**config.mk**
```make
export PLATFORM = sky130hd
export DESIGN_NAME = interrupt_ctrl_8051
export DESIGN_NICKNAME = d
export VERILOG_FILES = /design/src/rtl/interrupt_ctrl_8051.sv
export SDC_FILE = /design/constraint.sdc
export NUM_CORES = 1
export LEC_CHECK = 0
export CORE_MARGIN = 1
export CORE_UTILIZATION = 40
export DETAILED_ROUTE_END_ITERATION = 16
export PLACE_DENSITY = 0.82
export SYNTH_ARGS = -nofsm -noshare
export SYNTH_HDL_FRONTEND = slang
export SYNTH_SLANG_ARGS = --single-unit
```
**constraint.sdc**
```tcl
create_clock -name clock -period 3.9 [get_ports clock]
set_input_delay 0.78 -clock clock [delete_from_list [all_inputs] [get_ports clock]]
set_output_delay 0.78 -clock clock [all_outputs]
set_load 0.01 [all_outputs]
```
**src/rtl/interrupt_ctrl_8051.sv**
```systemverilog
`default_nettype none
// +--------------------------------------------------------------------------+
// | interrupt_ctrl_8051: 8051 interrupt masking, two-level priority, vectoring |
// | Revision: 1.0                                                            |
// +--------------------------------------------------------------------------+
module interrupt_ctrl_8051 #(
  parameter int          NUM_SRC       = 5,
  parameter logic [15:0] VECTOR_BASE   = 16'h0003,
  parameter logic [15:0] VECTOR_STRIDE = 16'h0008
) (
  input  logic               clock,
  input  logic               reset,
  input  logic [7:0]         sfr_ie,
  input  logic [7:0]         sfr_ip,
  input  logic [7:0]         sfr_tcon,
  input  logic [NUM_SRC-1:0] src_flags,
  input  logic               cpu_ack,
  input  logic               reti,
  output logic               int_req,
  output logic [15:0]        int_vector,
  output logic               int_level,
  output logic [NUM_SRC-1:0] int_ack,
  output logic               isr_hi,
  output logic               isr_lo
);

  localparam int IDX_W = (NUM_SRC > 1) ? $clog2(NUM_SRC) : 1;

  typedef enum logic [0:0] {
    S_IDLE = 1'b0,
    S_REQ  = 1'b1
  } state_t;

  state_t             state_q, state_d;
  logic [IDX_W-1:0]   sel_idx_q, sel_idx_d;
  logic               int_req_q, int_req_d;
  logic [15:0]        int_vector_q, int_vector_d;
  logic               int_level_q, int_level_d;
  logic [NUM_SRC-1:0] int_ack_q, int_ack_d;
  logic               isr_hi_q, isr_hi_d;
  logic               isr_lo_q, isr_lo_d;

  logic [NUM_SRC-1:0] pend, elig, hi_elig, pick, hw_clear;
  logic [IDX_W-1:0]   cand_idx;
  logic               unused_sfr_bits;

  // Only some bits of the SFRs are meaningful here.
  assign unused_sfr_bits = ^{sfr_ie, sfr_ip, sfr_tcon};

  always_comb begin
    pend     = src_flags & sfr_ie[NUM_SRC-1:0] & {NUM_SRC{sfr_ie[7]}};
    elig     = isr_hi_q ? '0 : (isr_lo_q ? (pend & sfr_ip[NUM_SRC-1:0]) : pend);
    hi_elig  = elig & sfr_ip[NUM_SRC-1:0];
    pick     = (|hi_elig) ? hi_elig : elig;
    cand_idx = '0;
    for (int i = NUM_SRC - 1; i >= 0; i--) begin
      if (pick[i]) cand_idx = IDX_W'(i);
    end
    // Timer flags are always cleared by hardware; externals only when edge-triggered.
    hw_clear = '0;
    for (int i = 0; i < NUM_SRC; i++) begin
      case (i)
        0:       hw_clear[i] = sfr_tcon[0];
        1, 3:    hw_clear[i] = 1'b1;
        2:       hw_clear[i] = sfr_tcon[2];
        default: hw_clear[i] = 1'b0;
      endcase
    end
  end

  always_comb begin
    state_d      = state_q;
    sel_idx_d    = sel_idx_q;
    int_req_d    = int_req_q;
    int_vector_d = int_vector_q;
    int_level_d  = int_level_q;
    int_ack_d    = '0;
    isr_hi_d     = isr_hi_q;
    isr_lo_d     = isr_lo_q;

    if (reti) begin
      if (isr_hi_q) isr_hi_d = 1'b0;
      else          isr_lo_d = 1'b0;
    end

    case (state_q)
      S_IDLE: begin
        if (|elig) begin
          sel_idx_d    = cand_idx;
          int_level_d  = sfr_ip[cand_idx];
          int_vector_d = VECTOR_BASE + VECTOR_STRIDE * 16'(cand_idx);
          int_req_d    = 1'b1;
          state_d      = S_REQ;
        end
      end
      S_REQ: begin
        if (cpu_ack) begin
          int_req_d = 1'b0;
          state_d   = S_IDLE;
          if (int_level_q) isr_hi_d = 1'b1;
          else             isr_lo_d = 1'b1;
          if (hw_clear[sel_idx_q]) int_ack_d[sel_idx_q] = 1'b1;
        end else if (!pend[sel_idx_q]) begin
          int_req_d = 1'b0;
          state_d   = S_IDLE;
        end
      end
      default: state_d = S_IDLE;
    endcase
  end

  always_ff @(posedge clock) begin
    if (reset) begin
      state_q      <= S_IDLE;
      sel_idx_q    <= '0;
      int_req_q    <= 1'b0;
      int_vector_q <= '0;
      int_level_q  <= 1'b0;
      int_ack_q    <= '0;
      isr_hi_q     <= 1'b0;
      isr_lo_q     <= 1'b0;
    end else begin
      state_q      <= state_d;
      sel_idx_q    <= sel_idx_d;
      int_req_q    <= int_req_d;
      int_vector_q <= int_vector_d;
      int_level_q  <= int_level_d;
      int_ack_q    <= int_ack_d;
      isr_hi_q     <= isr_hi_d;
      isr_lo_q     <= isr_lo_d;
    end
  end

  assign int_req    = int_req_q;
  assign int_vector = int_vector_q;
  assign int_level  = int_level_q;
  assign int_ack    = int_ack_q;
  assign isr_hi     = isr_hi_q;
  assign isr_lo     = isr_lo_q;

endmodule
`default_nettype wire

```
Word level (Yosys, flattened, before mapping)

Cells that the tools add are included.
Widths: inputs -> output; s select.

Input port bits: 33
Bits in registers: 29
Word-level logic and storage cells: 60

Muxes and demuxes: 33
Bitwise logic cells: 7
$add $sub $neg: 1
Magnitude comparators: 3
Equality and inequality tests: 2
Reduce and logical (&&, ||, !) cells: 6

Operators with widths:

| cell                | number |
|---|---|
| $and 5x5->5         | 4 |
| $mux 1              | 19 |
| $mux 3              | 5 |
| $mux 5              | 3 |
| $reduce_or 5->1     | 2 |
| $bmux 1 s3          | 3 |
| $lt 3x4->1 const B  | 2 |
| $add 2x6->7 const A | 1 |
| $pmux 1 s2          | 2 |
| $reduce_and 2->1    | 2 |
| $reduce_or 4->1     | 1 |
| $demux 1 s3         | 1 |
| $ge 3x1->1 const B  | 1 |
| $ne 3x3->1 const B  | 1 |
| $not 1->1           | 3 |
| $ne 2x2->1 const B  | 1 |
| $logic_and 1x1->1   | 1 |

Longest topological paths before layout

Word-level depth: 15
Depth in mapped cells: 9

Least setup slack after synthesis

Ideal clock, no wire load.

Path type: input -> register
Start point: input sfr_ie[7]
End point: register int_level_q (netlist: int_level)
Stages on the path: 8
Setup slack: 1489 ps
Required time: 3766 ps
Data arrival time: 2276 ps
Buffers on the path: 1
Library setup time: 134 ps
Path through: buf_6 -> and4b_4 -> a22o_1 -> o311ai_2 -> o21ai_1 -> and3_1 -> a2111oi_1 -> o32ai_1

Longest elaborated chain between the ends: 14

RTL lines:

| item                         | line | source |
|---|---|---|
| start, declared              | 13   | `input logic [7:0] sfr_ie,` |
| $and 5x5->5 *                | 51   | `pend = src_flags & sfr_ie[NUM_SRC-1:0] & {NUM_SRC{sfr_ie[7]}};` |
| $and 5x5->5                  | 52   | `elig = isr_hi_q ? '0 : (isr_lo_q ? (pend & sfr_ip[NUM_SRC-1:0]) : pend);` |
| $mux 5 * (2 in a row)        | 52   |  |
| $and 5x5->5                  | 53   | `hi_elig = elig & sfr_ip[NUM_SRC-1:0];` |
| $reduce_or 5->1              | 54   | `pick = (\|hi_elig) ? hi_elig : elig;` |
| $mux 5                       | 54   |  |
| $mux 3 (5 in a row)          | 57   | `if (pick[i]) cand_idx = IDX_W'(i);` |
| $bmux 1 s3                   | 90   | `int_level_d = sfr_ip[cand_idx];` |
| $mux 1 (implied by the code) | 90   |  |
| end signal, assigned         | 127  | `int_level_q <= int_level_d;` |
| end, declared                | 38   | `logic int_level_q, int_level_d;` |

Mark *: on every way between the ends. The rest lies on a longest branch, timed or not. The select of a mux whose other input is x is not followed.
A chain may end at the register's enable or synchronous reset.

Worst setup path after layout

Same ends and word-level chain as after synthesis.

==> qor.txt <==
Number of setup violations in the final report: 0
Number of DRC violations after detailed routing: 0
Maximum number of pins on one net before global-route repair: 13
Core box area: 0.002255 sq mm
Worst Setup End Kind: flip-flop
Post-detail-place hpwl: 1.899 mm
Sinks on Clock Net: 14
Number of buffers inserted by port buffering: 36
Total iterations of the first detailed-routing run: 4
# Post-CTS Setup Buffers: 0
Initial Util: 42.95%
Slowest cell on the critical path: sky130_fd_sc_hd__clkdlybuf4s50_1
Antenna Nets Post-Route: 0
Critical path arrival: 3.09 ns
Residual overflow from global routing: 0
Max cap viols: 0
Detailed-route via count: 1014
Number of clock buffers inserted by TritonCTS: 3
Fraction of registers with async set/reset: 0%
Hold WC Path Type: flip-flop to flip-flop
Largest buffer count on any clock path: 2
Number of pins with negative max-slew slack in the final report: 0
Hold Vio Cnt, Final: 0
Unrepaired setup endpoints after global routing: false
Final setup TNS: 0 ns
Final cell count without fillers: 181
Number of placed instances, taps included: 177
Row count: 17
Number of buffers inserted for hold repair after clock tree synthesis: 0
Ordered list of cells on the worst path: clkdlybuf4s50_1, and4b_4, a22oi_2, a31oi_1, a22oi_1, nand2_1, a2111oi_1, o32ai_1
Post-synthesis cell count: 118
Number of H-tree levels: 1
Number of ports placed on the die boundary: 58
Clock tree from TritonCTS: done
Setup WS pre-CTS: 0.7299 ns
Biggest fanout along the worst timing path: 10
VDD IR-drop max: 0.2243 mV
Overall power consumption: 0.3753 mW
Dominant synthesized flop cell: sky130_fd_sc_hd__dfxtp_1
Total wire length after detailed routing: 2.433 mm
Cell type with the largest total area after synthesis: sky130_fd_sc_hd__dfxtp_1
Seq/Total Area, Yosys: 28.94%
Critical path data required time: 4.05 ns
Die ar.: 0.002622 sq mm
Height of the die: 51.21 um
Antenna violations before repair: 0
Master cell of the clock root buffer: sky130_fd_sc_hd__clkbuf_4
Iter 0 DRT Violations: 26
Number of nets in the layout: 187
Via count of the first global-routing pass: 890
Number of warnings reported in the yosys synthesis log: 0
Largest stage delay on the critical path: 0.56 ns
Cell Area, Synth: 968.4 sq um
Share of the clock period used by the worst path: 75.43%
Synth unique cells: 40
Via density: 5.602
Final WS setup: 0.9583 ns
First-pass GRT wire length: 3.933 mm
Mean instance size in the synthesized netlist: 8.207 sq um
Outcome: finished, final reports clean
Worst-Skew Late Latency: 0.27 ns
Skew final: 0.003473 ns
Fraction of synthesized cell area taken by the top area cell type: 28.94%
Fill count: 217
Area growth syn-to-layout: 37.08%
GRT Overall Usage: 19.86%
Launching element type of the critical path: primary input
Number of enable-type register cells in the synthesized netlist: 0
Synthesized flop and latch total: 14
Share of post-route cells with drive strength above 1: 9.804%
Power per unit of standard cell area: 282.7 mW/mm^2
CP Buf/Inv Count: 1
Kind of cell adding the most delay to the critical path: compound AO/OA/AOI/OAI gates
Crit path kind: primary input to flip-flop
Design area: 0.001328 sq mm
Leading cell types by total area after synthesis: sky130_fd_sc_hd__dfxtp_1, sky130_fd_sc_hd__buf_4, sky130_fd_sc_hd__a21oi_1, sky130_fd_sc_hd__nand2_1, sky130_fd_sc_hd__nand4b_1
Die width: 51.21 um
Number of diodes: 0
Peak clock frequency supported by timing: 339.9 MHz
Clock transition at the registers of the reported paths: 0.08 ns
DP Area: 0.001291 sq mm
Per-cell routed wire length: 13.44 um
Placer Congestion: 0.8722
Total of cells resized after clock tree synthesis: 0
Final worst path period need: 2.942 ns
Leakage power of the design: 0.4786 nW
-- final cells by class --
cell class / count / area [sq um] / share of cell area, %
repair buffers: 36 / 360.3 / 27.14
inverters: 4 / 15.01 / 1.131
multi-input cells: 95 / 600.6 / 45.24
clock buffers: 4 / 36.28 / 2.733
flip-flops and latches: 14 / 280.3 / 21.11
well taps: 28 / 35.03 / 2.639
-- kinds of logic after synthesis --
kind of cell           after synthesis  share of synthesized area [%]
other                                1                         0.3872
DFF                                 14                          28.94
AOI/OAI and AO/OA                   37                          27.65
and+or+nand+nor                     44                          27.65
buffers and inverters               20                          13.31
muxes                                2                          2.067
-- state kept, by name, summed over array words and instances, names as in the netlist --
name,count
int_level,1
int_ack,5
isr_lo,1
state_q,1
int_req,1
sel_idx_q,3
int_vector,1
isr_hi,1
-- worst register-to-register path, delay by kind of cell, from the launching register on --
kind | cells | cell delay, ns
and+or+nand+nor | 2 | 0.37
AOI/OAI and AO/OA | 5 | 1.34
DFF | 1 | 0.49
-- synthesized netlist by cell type (4+ instances only) --
| cell type | instances |
|---|---|
| sky130_fd_sc_hd__a21oi_1 | 9 |
| sky130_fd_sc_hd__a31oi_1 | 4 |
| sky130_fd_sc_hd__inv_1 | 4 |
| sky130_fd_sc_hd__dfxtp_1 | 14 |
| sky130_fd_sc_hd__o21ai_0 | 5 |
| sky130_fd_sc_hd__buf_4 | 12 |
| sky130_fd_sc_hd__nand2_1 | 11 |
| sky130_fd_sc_hd__nor2_1 | 8 |
| sky130_fd_sc_hd__nand4b_1 | 4 |
| sky130_fd_sc_hd__nor3_1 | 5 |
-- final timing paths --
path / from / cells after the start / endpoint / slack (ns)
min reg2reg: int_vector[1] / 2 / int_vector[1] / 0.46
max reg2reg: isr_hi / 7 / int_level / 1.57
max: sfr_ie[7] / 8 / int_level / 0.96
min: int_vector[1] / 2 / int_vector[1] / 0.46
-- placed cells by master (no fill, tap or decap), drive strengths merged --
master          n
a2111oi         1
a21oi           9
a221oi          1
a22o            2
a22oi           3
a31oi           4
a32oi           1
a41o            1
a41oi           1
and2b           1
and3            2
and4b           4
clkbuf          4
clkdlybuf4s50  36
conb           12
dfxtp          14
inv             4
mux2i           2
nand2          11
nand3           2
nand4           2
nand4b          4
nor2            8
nor3            5
nor4b           2
o2111ai         1
o21a            1
o21ai           7
o22ai           2
o311ai          1
o32ai           2
or2             1
or3             2
-- power breakdown --
part	internal [mW]	total [mW]	switching [mW]
Sequential	0.152	0.161	0.00979
Clock	0.0567	0.102	0.0449
Combinational	0.0579	0.112	0.0543
Total	0.266	0.375	0.109
-- layer usage --
metal  track usage [%]  vias up  share of wire [%]
met2             36.40       42                 51
met5                 0        -                  0
met3             5.655        2                7.3
met4             1.389        0               0.33
met1             23.56      476                 41
li1                  -      494                  -
-- stage by stage --
stage	hold WS (ns)	utilization (%)
6_report	0.4616	58.88
5_1_grt	0.4980	58.88
4_1_cts	0.4655	58.88
3_5_place_dp	0.4523	57.27
3_3_place_gp	0.4483	57.27
2_1_floorplan	0.4816	-
No activity file was read; power rests on OpenSTA's default activity.
==> edit 1 (config.mk and constraints unchanged) <==
The parameter `NUM_SRC` goes from 5 to 4.
--- a/src/rtl/interrupt_ctrl_8051.sv
+++ b/src/rtl/interrupt_ctrl_8051.sv
@@ -4,7 +4,7 @@
 // | Revision: 1.0                                                            |
 // +--------------------------------------------------------------------------+
 module interrupt_ctrl_8051 #(
-  parameter int          NUM_SRC       = 5,
+  parameter int          NUM_SRC       = 4,
   parameter logic [15:0] VECTOR_BASE   = 16'h0003,
   parameter logic [15:0] VECTOR_STRIDE = 16'h0008
 ) (
Interface: changed (resized int_ack and src_flags); port bits go from 58 to 56. No check against the original RTL was run, so the function may have changed too.
==> edit 1 against the unedited design <==
Setup slack better by 530 ps; clock power down 6%; sequential cell count down 2; design area down 19%; total power down 17%; area after synthesis down 19%; wire length down 31%; sequential share of layout area up 1.2 points; critical endpoint is now sel_idx_q[0].
==> edit 1: results (changes against the unedited design) <==
The flow ran to the end, and the final reports show no timing, DRC or antenna violations. The worst setup slack after placement is 1200 ps (+468 ps). The share of post-route cells with drive strength above 1 came out at 0.0902 (-0.00788). The total leakage power came to 0.000438 µW (-8.6%).

After synthesis, the most frequently instantiated cells are sky130_fd_sc_hd__buf_4 (13), sky130_fd_sc_hd__dfxtp_1 (12), sky130_fd_sc_hd__nand2_1 (11). The largest fanout of any net on the critical path is 9 (-1). The sequential element share of the synthesized area is 0.307 (+0.0178). The arrival time of data at the critical path endpoint was 2590 ps (-500 ps). The number of global-route vias before repair is 620 (-30%). The global-route usage over all layers came out at 0.174 (-0.0247).

The average vias per placed instance is 5.03 (-10%). The largest net degree at the start of global routing is 11 (-2). The post-detailed-route wirelength per cell came out at 11.4 µm (-15%). The worst clock skew came out at 0.442 ps (-3.03 ps).

The layout filler cell count was 169 (-22%). The number of flip-flops under the largest register name was 4 (-1). The number of design-rule violations left by the first detailed-router iteration is 10 (-62%). The register-to-register setup slack came to 2160 ps (+590 ps).

The post-layout worst setup margin came out at 1490 ps (+532 ps). The wire length of the first global-routing pass is 2660 µm (-32%). The weighted congestion at the end of routability-driven global placement came to 0.813 (-6.8%).

The number of nets at the end of the flow came out at 155 (-17%). The area after detailed placement came out at 0.00104 mm² (-20%). The number of port buffers is 30 (-17%). Sorting the synthesized cells by area gives the leading types as sky130_fd_sc_hd__dfxtp_1 (31%), sky130_fd_sc_hd__buf_4 (12%), sky130_fd_sc_hd__nand2_1 (5.3%). The maximum VDD drop was 0.209 mV (-6.7%). The number of distinct library cell variants in the gate-level netlist after synthesis was 36 (-10%). The estimated wirelength of the detail-placed design is 1330 µm (-30%).
edit 1: changes by cell type in the layout (fill, tap and decap cells not counted), moves of 3 or more:
cell                              before  now
sky130_fd_sc_hd__a21oi_1               9    4
sky130_fd_sc_hd__a31oi_1               4    1
sky130_fd_sc_hd__clkdlybuf4s50_1      36   30
sky130_fd_sc_hd__nand3_1               2    5
sky130_fd_sc_hd__nand4b_1              4    0
sky130_fd_sc_hd__nor2_1                8    5
sky130_fd_sc_hd__nor3_1                5    0
edit 1: critical path, cell delays in order:
cell and delay [ps]:
sky130_fd_sc_hd__clkdlybuf4s50_1 490, sky130_fd_sc_hd__nor2b_2 340, sky130_fd_sc_hd__o2111a_2 320, sky130_fd_sc_hd__nor4_1 80
sky130_fd_sc_hd__or3_1 340, sky130_fd_sc_hd__o32ai_2 250
edit 1: logic make-up after synthesis:
group,after synthesis,share of synthesized area
flops,12,0.307
simple gates,35,0.237
buf+inv,22,0.178
other cells,1,0.00480
mux,1,0.0128
compound gates,22,0.261
edit 1: per-stage QoR:
step	cells	total power [µW]	hold WS (ps)	utilization
final	147	313	448	0.603
after global routing	147	329	484	0.603
after CTS	147	315	452	0.603
after detailed placement	143	219	436	0.582
after global placement	143	218	436	0.582
after floorplan	104	191	466	-
edit 1: final timing paths:
path,start,to,cells past startpoint
min,int_req,int_req,2
max reg2reg,isr_hi,sel_idx_q[0],5
min reg2reg,int_req,int_req,2
max,sfr_ie[7],sel_idx_q[0],6
edit 1: layout make-up:
type,instances,area share
clock buffer,4,0.0338
inverter,6,0.0210
multi-input combinational,70,0.413
sequential,12,0.224
tap,25,0.0291
timing repair buffer,30,0.279
edit 1: power by group:
group / switching, µW / total, µW / internal (µW) / leakage, µW
combinational: 37.6 / 80.9 / 43.3 / 0.000319
sequential: 7.17 / 136 / 129 / 0.0000977
clock: 39.2 / 95.8 / 56.7 / 0.0000210
total: 84.0 / 313 / 229 / 0.000438
edit 1: routing by layer:
layer,global-route usage,vias up,part of all wire
li1,-,371,-
met1,0.207,333,0.45
met2,0.279,31,0.47
met3,0.0471,4,0.067
met4,0.100,0,0.014
met5,0,-,0
==> edit 2 (same flow settings) <==
Without the edit above. Make the reset (`reset`) asynchronous in one clocked block.
--- a/src/rtl/interrupt_ctrl_8051.sv
+++ b/src/rtl/interrupt_ctrl_8051.sv
@@ -109,7 +109,7 @@
     endcase
   end
 
-  always_ff @(posedge clock) begin
+  always_ff @(posedge clock or posedge reset) begin
     if (reset) begin
       state_q      <= S_IDLE;
       sel_idx_q    <= '0;
Behaviour: differs if reset is asserted again (counterexample within 4 cycles, from zero or initial values and one cycle with reset high); with reset held inactive, the same outputs for 10 cycles.
==> edit 2 against the unedited design <==
Fmax is 0.80% higher; core utilization down 1.4 points; sequential cell count unchanged; area after synthesis up 13%; setup slack improved by 23 ps; design area grew 9.1%; wire length up 15%; critical path type unchanged; largest cell class unchanged.
Power is not compared: it rests on default switching activity, and its combinational part moved more than twofold at a synthesized area within 25%.
==> edit 2: results (changes against the unedited design) <==
The number of antenna cells inserted came out at 0 (unchanged). The share of synthesized flip-flops with an asynchronous set or reset came out at 1.00 (+1.00). The actual transition at the worst max-transition pin came out at 806 ps. By count the netlist is led by sky130_fd_sc_hd__dfrtp_1 (14), sky130_fd_sc_hd__buf_4 (12), sky130_fd_sc_hd__nand2_1 (10), sky130_fd_sc_hd__nor2_1 (10). The area after detailed placement is 0.00141 mm² (+9.4%). The run finished with clean final reports. The worst setup slack after placement came out at 722 ps (-8.09 ps). The global-route usage over all layers is 0.221 (+0.0227).

The number of nets at the end of the flow came out at 199 (+6.4%). The number of distinct library cell variants in the gate-level netlist after synthesis is 45 (+13%). The arrival time of data at the critical path endpoint came out at 3130 ps (+40 ps). By area the synthesized netlist is led by sky130_fd_sc_hd__dfrtp_1 (32%), sky130_fd_sc_hd__buf_4 (8.3%), sky130_fd_sc_hd__nand3_1 (3.7%). The largest stage delay on the critical path came out at 590 ps (+30 ps). The worst clock skew is 2.21 ps (-1.27 ps). The post-detailed-route wirelength per cell came out at 14.4 µm (+7.1%).

The estimated wirelength of the detail-placed design is 2240 µm (+18%). The wire length of the first global-routing pass came out at 4590 µm (+17%). The complex-gate fraction of the synthesized area is 0.234 (-0.0423). In the synthesized netlist the dominant register cell turns out to be sky130_fd_sc_hd__dfrtp_1. The post-detailed-routing wire length came out at 2810 µm (+15%). The number of buffers on the longest clock path is 2 (unchanged). The total via count after detailed routing is 1088 (+7.3%). The share of post-route cells with drive strength above 1 was 0.0667 (-0.0314).

The number of global-route vias before repair is 1008 (+13%). The layout filler cell count is 235 (+8.3%). The clock insertion delay at the later pin of the skew report came out at 280 ps.

The maximum clock frequency is 343 MHz (+0.80%). The sequential element share of the synthesized area is 0.321 (+0.0321). The number of design-rule violations left by the first detailed-router iteration is 27 (+3.8%). The number of gates given a new drive strength after cts is 0 (unchanged). The largest net degree at the start of global routing is 15 (+2). The initial antenna violation count came out at 0 (unchanged).

The cell count after synthesis came out at 129 (+9.3%). The total clock buffers created by CTS is 3 (unchanged). The mux contribution to synthesized area was 0.0138 (-0.00689). The placed cell count came to 191 (+7.9%). The total number of yosys warnings came out at 0 (unchanged). The largest fanout of any net on the critical path was 10 (unchanged). The weighted congestion at the end of routability-driven global placement came out at 0.977 (+12%).
[edit 2: changes by cell type in the layout (fill, tap and decap cells not counted), moves of 3 or more]
cell,unedited run,this run
sky130_fd_sc_hd__a211oi_1,0,3
sky130_fd_sc_hd__a21oi_1,9,2
sky130_fd_sc_hd__dfrtp_1,0,14
sky130_fd_sc_hd__dfxtp_1,14,0
sky130_fd_sc_hd__inv_1,4,8
sky130_fd_sc_hd__nand3_1,2,8
sky130_fd_sc_hd__nor2b_1,0,3
[edit 2: worst paths after layout]
| path | start | endpoint | cells after the start |
|---|---|---|---|
| max | sfr_ie[7] | int_level | 7 |
| min | int_vector[1] | int_vector[1] | 1 |
| max reg2reg | isr_hi | int_level | 6 |
| min reg2reg | int_vector[1] | int_vector[1] | 1 |
| max in group asynchronous | reset | isr_hi | 2 |
| min in group asynchronous | reset | int_ack[3] | 2 |
[edit 2: cell type report]
class,count,share of cell area
clock buffer,4,0.0250
inverter,8,0.0207
multi-input combinational,103,0.438
sequential,14,0.242
tap,30,0.0259
timing repair buffer,36,0.249
[edit 2: layer usage]
layer	track usage	up-vias	routed length, µm	part of all wire
li1	-	530	-	-
met1	0.279	503	1300	0.46
met2	0.354	49	1270	0.45
met3	0.0565	6	196	0.070
met4	0.0940	0	44	0.016
met5	0	-	0	0
[edit 2: power by group]
part | switching [µW] | total [µW] | internal (µW)
logic | 151 | 325 | 174
clock network | 47.3 | 104 | 56.9
registers | 60.3 | 244 | 184
total | 259 | 673 | 414
[edit 2: metrics by stage]
step	hold WS, ps	util
2_1_floorplan	522	-
3_3_place_gp	470	0.560
3_5_place_dp	482	0.560
4_1_cts	502	0.574
5_1_grt	532	0.574
6_report	503	0.574
[edit 2: critical path, delay by kind of cell]
| kind | cells | cell delay, ps |
|---|---|---|
| AOI/OAI and AO/OA | 4 | 1110 |
| buffers and inverters | 1 | 590 |
| muxes | 1 | 340 |
| and+or+nand+nor | 1 | 310 |
[edit 2: kinds of logic (layout without fill, tap and decap cells)]
kind of cell,count (synthesis),count (layout)
compound gates,34,34
buf+inv,23,48
flops,14,14
mux,1,1
other cells,1,12
simple gates,56,56
